==> config.mk <==
export PLATFORM = sky130hd
export DESIGN_NAME = riscv_fetch_unit
export DESIGN_NICKNAME = d
export VERILOG_FILES = /design/src/rtl/riscv_fetch_unit.sv
export SDC_FILE = /design/constraint.sdc
export NUM_CORES = 1
export LEC_CHECK = 0
export CELL_PAD_IN_SITES_DETAIL_PLACEMENT = 0
export CELL_PAD_IN_SITES_GLOBAL_PLACEMENT = 1
export CORE_AREA = 2 2 132 134
export DETAILED_ROUTE_END_ITERATION = 6
export DIE_AREA = 0 0 134 136
export PLACE_DENSITY_LB_ADDON = 0.1
export SETUP_SLACK_MARGIN = 0.15
export SYNTH_ARGS = -nofsm -noshare
export SYNTH_HDL_FRONTEND = slang
export SYNTH_SLANG_ARGS = --single-unit
==> constraint.sdc <==
create_clock -name i_clk -period 3.2 [get_ports i_clk]
set_clock_uncertainty 0.1 [all_clocks]
set_input_delay 0.32 -clock i_clk [delete_from_list [all_inputs] [get_ports i_clk]]
set_output_delay 0.32 -clock i_clk [all_outputs]
set_load 0.1 [all_outputs]
==> src/rtl/riscv_fetch_unit.sv <==
// Instruction fetch unit: PC register, request/response handshake to instruction memory, instruction register.
// Optional macro RISCV_MISALIGN_TRAP_EN: a misaligned next PC traps instead of being realigned.
module riscv_fetch_unit #(
  parameter int                 BW_DATA   = 32,
  parameter logic [BW_DATA-1:0] RESET_PC  = 'h0000_0000,
  parameter logic [BW_DATA-1:0] NOP_INSTR = 'h0000_0013
) (
  input  logic               i_clk,
  input  logic               i_rst,
  input  logic               i_fetch,
  input  logic               i_flush,
  output logic               o_imem_req,
  output logic [BW_DATA-1:0] o_imem_addr,
  input  logic               i_imem_gnt,
  input  logic               i_imem_rvalid,
  input  logic [BW_DATA-1:0] i_imem_rdata,
  input  logic               i_pc_we,
  input  logic [1:0]         i_pc_sel,
  input  logic [BW_DATA-1:0] i_alu_result,
  input  logic [BW_DATA-1:0] i_alu_out,
  output logic [BW_DATA-1:0] o_pc,
  output logic [BW_DATA-1:0] o_pc_old,
  output logic [BW_DATA-1:0] o_instr,
  output logic               o_instr_valid,
  output logic               o_trap
);

  typedef enum logic [1:0] {
    IDLE = 2'd0,
    REQ  = 2'd1,
    RESP = 2'd2,
    HOLD = 2'd3
  } state_t;

  state_t             state_q, state_d;
  logic [BW_DATA-1:0] pc_q, pc_d;
  logic [BW_DATA-1:0] pc_old_q, pc_old_d;
  logic [BW_DATA-1:0] instr_q, instr_d;
  logic               valid_q, valid_d;
  logic               drop_q, drop_d;
  logic [BW_DATA-1:0] pc_next;
`ifdef RISCV_MISALIGN_TRAP_EN
  logic               trap_q, trap_d;
`endif

  always_comb begin
    pc_next = pc_q;
    case (i_pc_sel)
      2'b00:   pc_next = pc_q + BW_DATA'(4);
      2'b01:   pc_next = i_alu_result;
      2'b10:   pc_next = i_alu_out;
      default: pc_next = pc_q;
    endcase
  end

  always_comb begin
    state_d  = state_q;
    pc_d     = pc_q;
    pc_old_d = pc_old_q;
    instr_d  = instr_q;
    valid_d  = valid_q;
    drop_d   = drop_q;
`ifdef RISCV_MISALIGN_TRAP_EN
    trap_d   = 1'b0;
`endif

    // A set drop flag swallows exactly one response, whatever the state.
    if (drop_q && i_imem_rvalid) begin
      drop_d = 1'b0;
    end

    if (i_flush) begin
      state_d = IDLE;
      instr_d = NOP_INSTR;
      valid_d = 1'b0;
      // The outstanding response is still due unless it is arriving right now.
      if (state_q == RESP) begin
        drop_d = drop_q | ~i_imem_rvalid;
      end
    end else begin
      case (state_q)
        IDLE: begin
          if (i_fetch) state_d = REQ;
        end
        REQ: begin
          if (i_imem_gnt) state_d = RESP;
        end
        RESP: begin
          if (i_imem_rvalid && !drop_q) begin
            instr_d  = i_imem_rdata;
            pc_old_d = pc_q;
            valid_d  = 1'b1;
            state_d  = HOLD;
          end
        end
        HOLD: begin
          if (i_pc_we) begin
            valid_d = 1'b0;
            state_d = IDLE;
`ifdef RISCV_MISALIGN_TRAP_EN
            if (pc_next[1:0] != 2'b00) begin
              trap_d = 1'b1;
            end else begin
              pc_d = pc_next;
            end
`else
            pc_d = pc_next & ~BW_DATA'(3);
`endif
          end
        end
        default: state_d = IDLE;
      endcase
    end
  end

  always_ff @(posedge i_clk or posedge i_rst) begin
    if (i_rst) begin
      state_q  <= IDLE;
      pc_q     <= RESET_PC;
      pc_old_q <= RESET_PC;
      instr_q  <= NOP_INSTR;
      valid_q  <= 1'b0;
      drop_q   <= 1'b0;
    end else begin
      state_q  <= state_d;
      pc_q     <= pc_d;
      pc_old_q <= pc_old_d;
      instr_q  <= instr_d;
      valid_q  <= valid_d;
      drop_q   <= drop_d;
    end
  end

`ifdef RISCV_MISALIGN_TRAP_EN
  always_ff @(posedge i_clk or posedge i_rst) begin
    if (i_rst) trap_q <= 1'b0;
    else       trap_q <= trap_d;
  end
  assign o_trap = trap_q;
`else
  assign o_trap = 1'b0;
`endif

  assign o_imem_req    = (state_q == REQ);
  assign o_imem_addr   = pc_q;
  assign o_pc          = pc_q;
  assign o_pc_old      = pc_old_q;
  assign o_instr       = instr_q;
  assign o_instr_valid = valid_q;

endmodule

# Word level (Yosys, flattened, before mapping)
# Index checks and enable logic that the tools add are counted.
# word_totals
romBits	0
output_inout_bits	131
register_bits	96
inputBits	105
ramBits	0
n_memories	0
latch_bits	0
elab_cells	50
# classes
add_sub_neg	1
n_reduce_logical	14
shift	0
div_mod_pow	0
magnitude_cmp	0
eq_ne	9
muxes	17
mul	0
bitwise_logic	3
# ops
cell	count
32-bit 2-to-1 mux	3
32-bit case mux with 3 select lines	1
32-bit by 3-bit adder with 32-bit output, second input constant	1
2-bit 2-to-1 mux	5
2-bit case mux with 4 select lines	1
4-bit AND reduction	2
2-bit == test, second input constant	3
1-bit 2-to-1 mux	6
3-bit by 2-bit inequality test with 1-bit output, second input constant	2
3-bit inequality test, second input constant	2
3-bit AND reduction	2
3-bit nonzero test	2
2-bit by 1-bit == test with 1-bit output, second input constant	2
2-bit logical NOT	2
2-bit nonzero test	2
1-bit logical AND	2
1-bit inverter	2
1-bit case mux with 2 select lines	1
2-bit AND reduction	1
1-bit logical NOT	1
1-bit bitwise OR	1

# Longest topological paths before layout
# depth
ltp_word	5
ltp_mapped	8
depth_no_buf	6

# Worst setup path after synthesis
# OpenSTA, ideal clock, no wires.
# synth_path
kind	reg-to-reg
start	reg pc_q[2] (netlist: o_imem_addr[2])
end	reg pc_q[30] (netlist: o_imem_addr[30])
path_slack_ns	0.234
path_stages_with_launch	7
t_required_ns	2.973
synth_period_minus_slack_ns	2.966
path_buffers	0
setup_ns	0.127
arrival_ns	2.739
cell_sequence	dfrtp_1 > ha_1 > nand3_1 > or4_1 > nor4_2 > o21ai_0 > a221o_1
# synth_between
elab_chain_cells	2
# synth_lines
item	line	rtl
from (decl)	36	logic [BW_DATA-1:0] pc_q, pc_d;
from (signal assigned)	126	pc_q <= pc_d;
32-bit by 3-bit adder with 32-bit output	49	2'b00: pc_next = pc_q + BW_DATA'(4);
32-bit case mux with 3 select lines	48	case (i_pc_sel)
# No other way between the ends.
# A chain may end at the register's enable or synchronous reset.

# Worst setup path in the final report
# Same ends and word-level chain as after synthesis.

==> out/qor.yml <==
run_status: "finished clean"
p_leak_nw: 3.253
synth.area.mux_share: 0.002016
synth_xor_xnor_area_share: 0
cts_buffer_depth: 2
cts_sinks: 96
rr_worst_depth: 6
finalMaxSlewViolations: 0
synth_edf_count: 0
drcViolationCount: 0
clock-root-buffer: "clkbuf_16"
die_h_um: 136
ioPinCount: 236
cts_resized: 0
synthSimpleGateAreaFrac: 0.1807
drtIter0Drc: 237
path_class: "flip-flop to flip-flop"
die_w_um: 134
layout-drive-gt1-share: 0.1664
cts_hold_buf: 0
placedCellCount: 930
rsz0062_at_grt: "false"
fin_setup_tns_ps: 0
grt_remaining_overflow: 0
grt_pass1_vias: 4667
grt_pass1_wl_um: 25930
finalHoldViolations: 0
fin_crit_sh: 0.7997
gp_congestion: 0.7381
period_needed_ps: 2559
syn_to_final_growth_pct: 48.46
rows: 48
htreeDepth: 3
cts_made_buffers: 9
synth_flop_cell: "dfrtp_1"
critical_path_required_ps: 3340
cp-end-kind: "flip-flop"
dpl_worst_slack_ps: 595.8
synth_compound_area_frac: 0.2235
ys_types: 56
whs_ps: 376.5
viasPerCell: 4.946
final_cell_mix: "154 x clkdlybuf4s50_1, 109 x nand2_1, 93 x dfrtp_1, 83 x buf_4, 51 x o21ai_0"
r2r-end: "o_imem_addr[30]"
ys_async_sr_fraction: 1.000
synthCells: 531
critPathMaxFanout: 8
startpoint_type: "flip-flop"
routedWlPerCell_um: 17.25
yosys_warnings: 0
antenna_found_initial: 0
cts_tree: "built"
power_density_nw_per_um2: 1129
ys_ff_latch: 96
start_util: 0.2942
critPathArrivalTime_ps: 2690
whs_path_depth: 2
ys_seq_area_frac: 0.4846
hold-path-endpoint: "o_pc_old[11]"
port_buffers: 224
grt_usage: 0.1823
nFillCells: 1675
fin_util: 0.4368
path_clk_slew_ps: 70
ir_worst_vdd_uv: 662.0
core-area_sq_um: 16880
relSlewSlack: 0.1404
worst_slack_ps: 641.0
drtPass1Iterations: 4
reg2reg_slack_ps: 640
hpwl_um: 11590
setup_violations: 0
layout_commonest_cell: "clkdlybuf4s50_1"
dr_total_vias: 4679
die-area_sq_um: 18220
syn-cell-area_sq_um: 4965
clk_latency_ps: 350
wl_um: 16320
hp-class: "flip-flop to flip-flop"
rr_startpoint: "o_imem_addr[2]"
grt_max_degree: 62
final_net_count: 826
synthAdderAreaFrac: 0.01260
maxCapViolCount: 0
n_antenna_cell: 0
worstMarginPinSlew_ps: 1289
avgSynthCellArea_sq_um: 9.350
hp-start: "o_pc_old[11]"
post_cts_buffers: 0
ant_nets: 0
instances_no_fill: 946
fmaxAchievable_mhz: 390.8
synth_top_family_by_area: "compound AO/OA/AOI/OAI gates"
==> worst max-delay path: stages (launching register included) <==
cell	delay, ps
dfrtp_1	520
ha_1	260
nand3_1	240
or4_1	610
nor4_2	310
o21ai_0	110
a221o_1	300
==> worst max path at each step <==
stage,depth (start not counted),start,end
after global placement,6,o_imem_addr[2],o_imem_addr[30]
final,6,o_imem_addr[2],o_imem_addr[30]
after CTS,6,o_imem_addr[2],o_imem_addr[30]
after floorplan,6,o_imem_addr[2],o_imem_addr[30]
after detailed placement,5,i_pc_sel[1],o_imem_addr[31]
after global routing,6,o_imem_addr[2],o_imem_addr[30]
==> synthesized netlist by cell type, types with 4 or more instances <==
| library cell | instances | area, sq um |
|---|---|---|
| nor4_1 | 7 | 43.79 |
| buf_4 | 38 | 285.3 |
| dfrtp_1 | 93 | 2327 |
| ha_1 | 5 | 62.56 |
| nand3_1 | 8 | 40.04 |
| nand2b_1 | 4 | 25.02 |
| clkbuf_1 | 26 | 97.59 |
| o21ai_0 | 51 | 255.2 |
| a22oi_1 | 8 | 60.06 |
| nand2_1 | 109 | 409.1 |
| buf_1 | 4 | 15.01 |
| nor2_1 | 18 | 67.56 |
| a21oi_1 | 17 | 85.08 |
| a22o_1 | 38 | 332.8 |
| o2bb2ai_1 | 4 | 35.03 |
| inv_1 | 11 | 41.29 |
| a221oi_1 | 9 | 78.83 |
| a31oi_1 | 7 | 43.79 |
| a221o_1 | 4 | 40.04 |
| nor3_1 | 8 | 40.04 |
==> final cells by class <==
cell class / count / area, sq um / area share
multi-input combinational: 359 / 2127 / 0.2886
tap: 225 / 281.5 / 0.03819
inverter: 11 / 43.79 / 0.005941
timing repair buffer: 239 / 2205 / 0.2991
clock inverter: 4 / 51.30 / 0.006960
sequential: 96 / 2406 / 0.3264
clock buffer: 12 / 256.5 / 0.03480
==> logic make-up (layout without fill, tap and decap cells) <==
logic type,after synthesis,after routing
fa+ha+maj,5,5
flops,96,96
compound gates,159,159
other cells,1,7
mux,1,1
simple gates,187,187
buf+inv,82,266
==> power breakdown <==
part | total (W) | internal, W | switching (W) | leakage (nW)
clock network | 0.00114 | 0.000651 | 0.000489 | 0.149
logic | 0.00521 | 0.00102 | 0.00418 | 1.83
registers | 0.00198 | 0.00156 | 0.000420 | 1.27
total | 0.00833 | 0.00323 | 0.00509 | 3.25
==> layer usage <==
metal,track usage,share of wire,vias to the layer above
li1,-,-,2246
met1,0.2383,0.44,2234
met2,0.2937,0.47,187
met3,0.04698,0.074,12
met4,0.06265,0.015,0
met5,0,0,-
==> registers in the layout, summed over array words and instances, names as in the netlist <==
signal         count
o_instr_valid      1
drop_q             1
o_instr           32
o_imem_addr       30
state_q            2
o_pc_old          30
==> through the flow <==
stage | total power (W) | area, sq um
3_3_place_gp | 0.007201 | 7063
3_5_place_dp | 0.007235 | 7063
6_report | 0.008325 | 7371
5_1_grt | 0.008639 | 7371
2_1_floorplan | 0.006208 | 4987
4_1_cts | 0.008388 | 7371
Power figures use the tool's default switching activity.
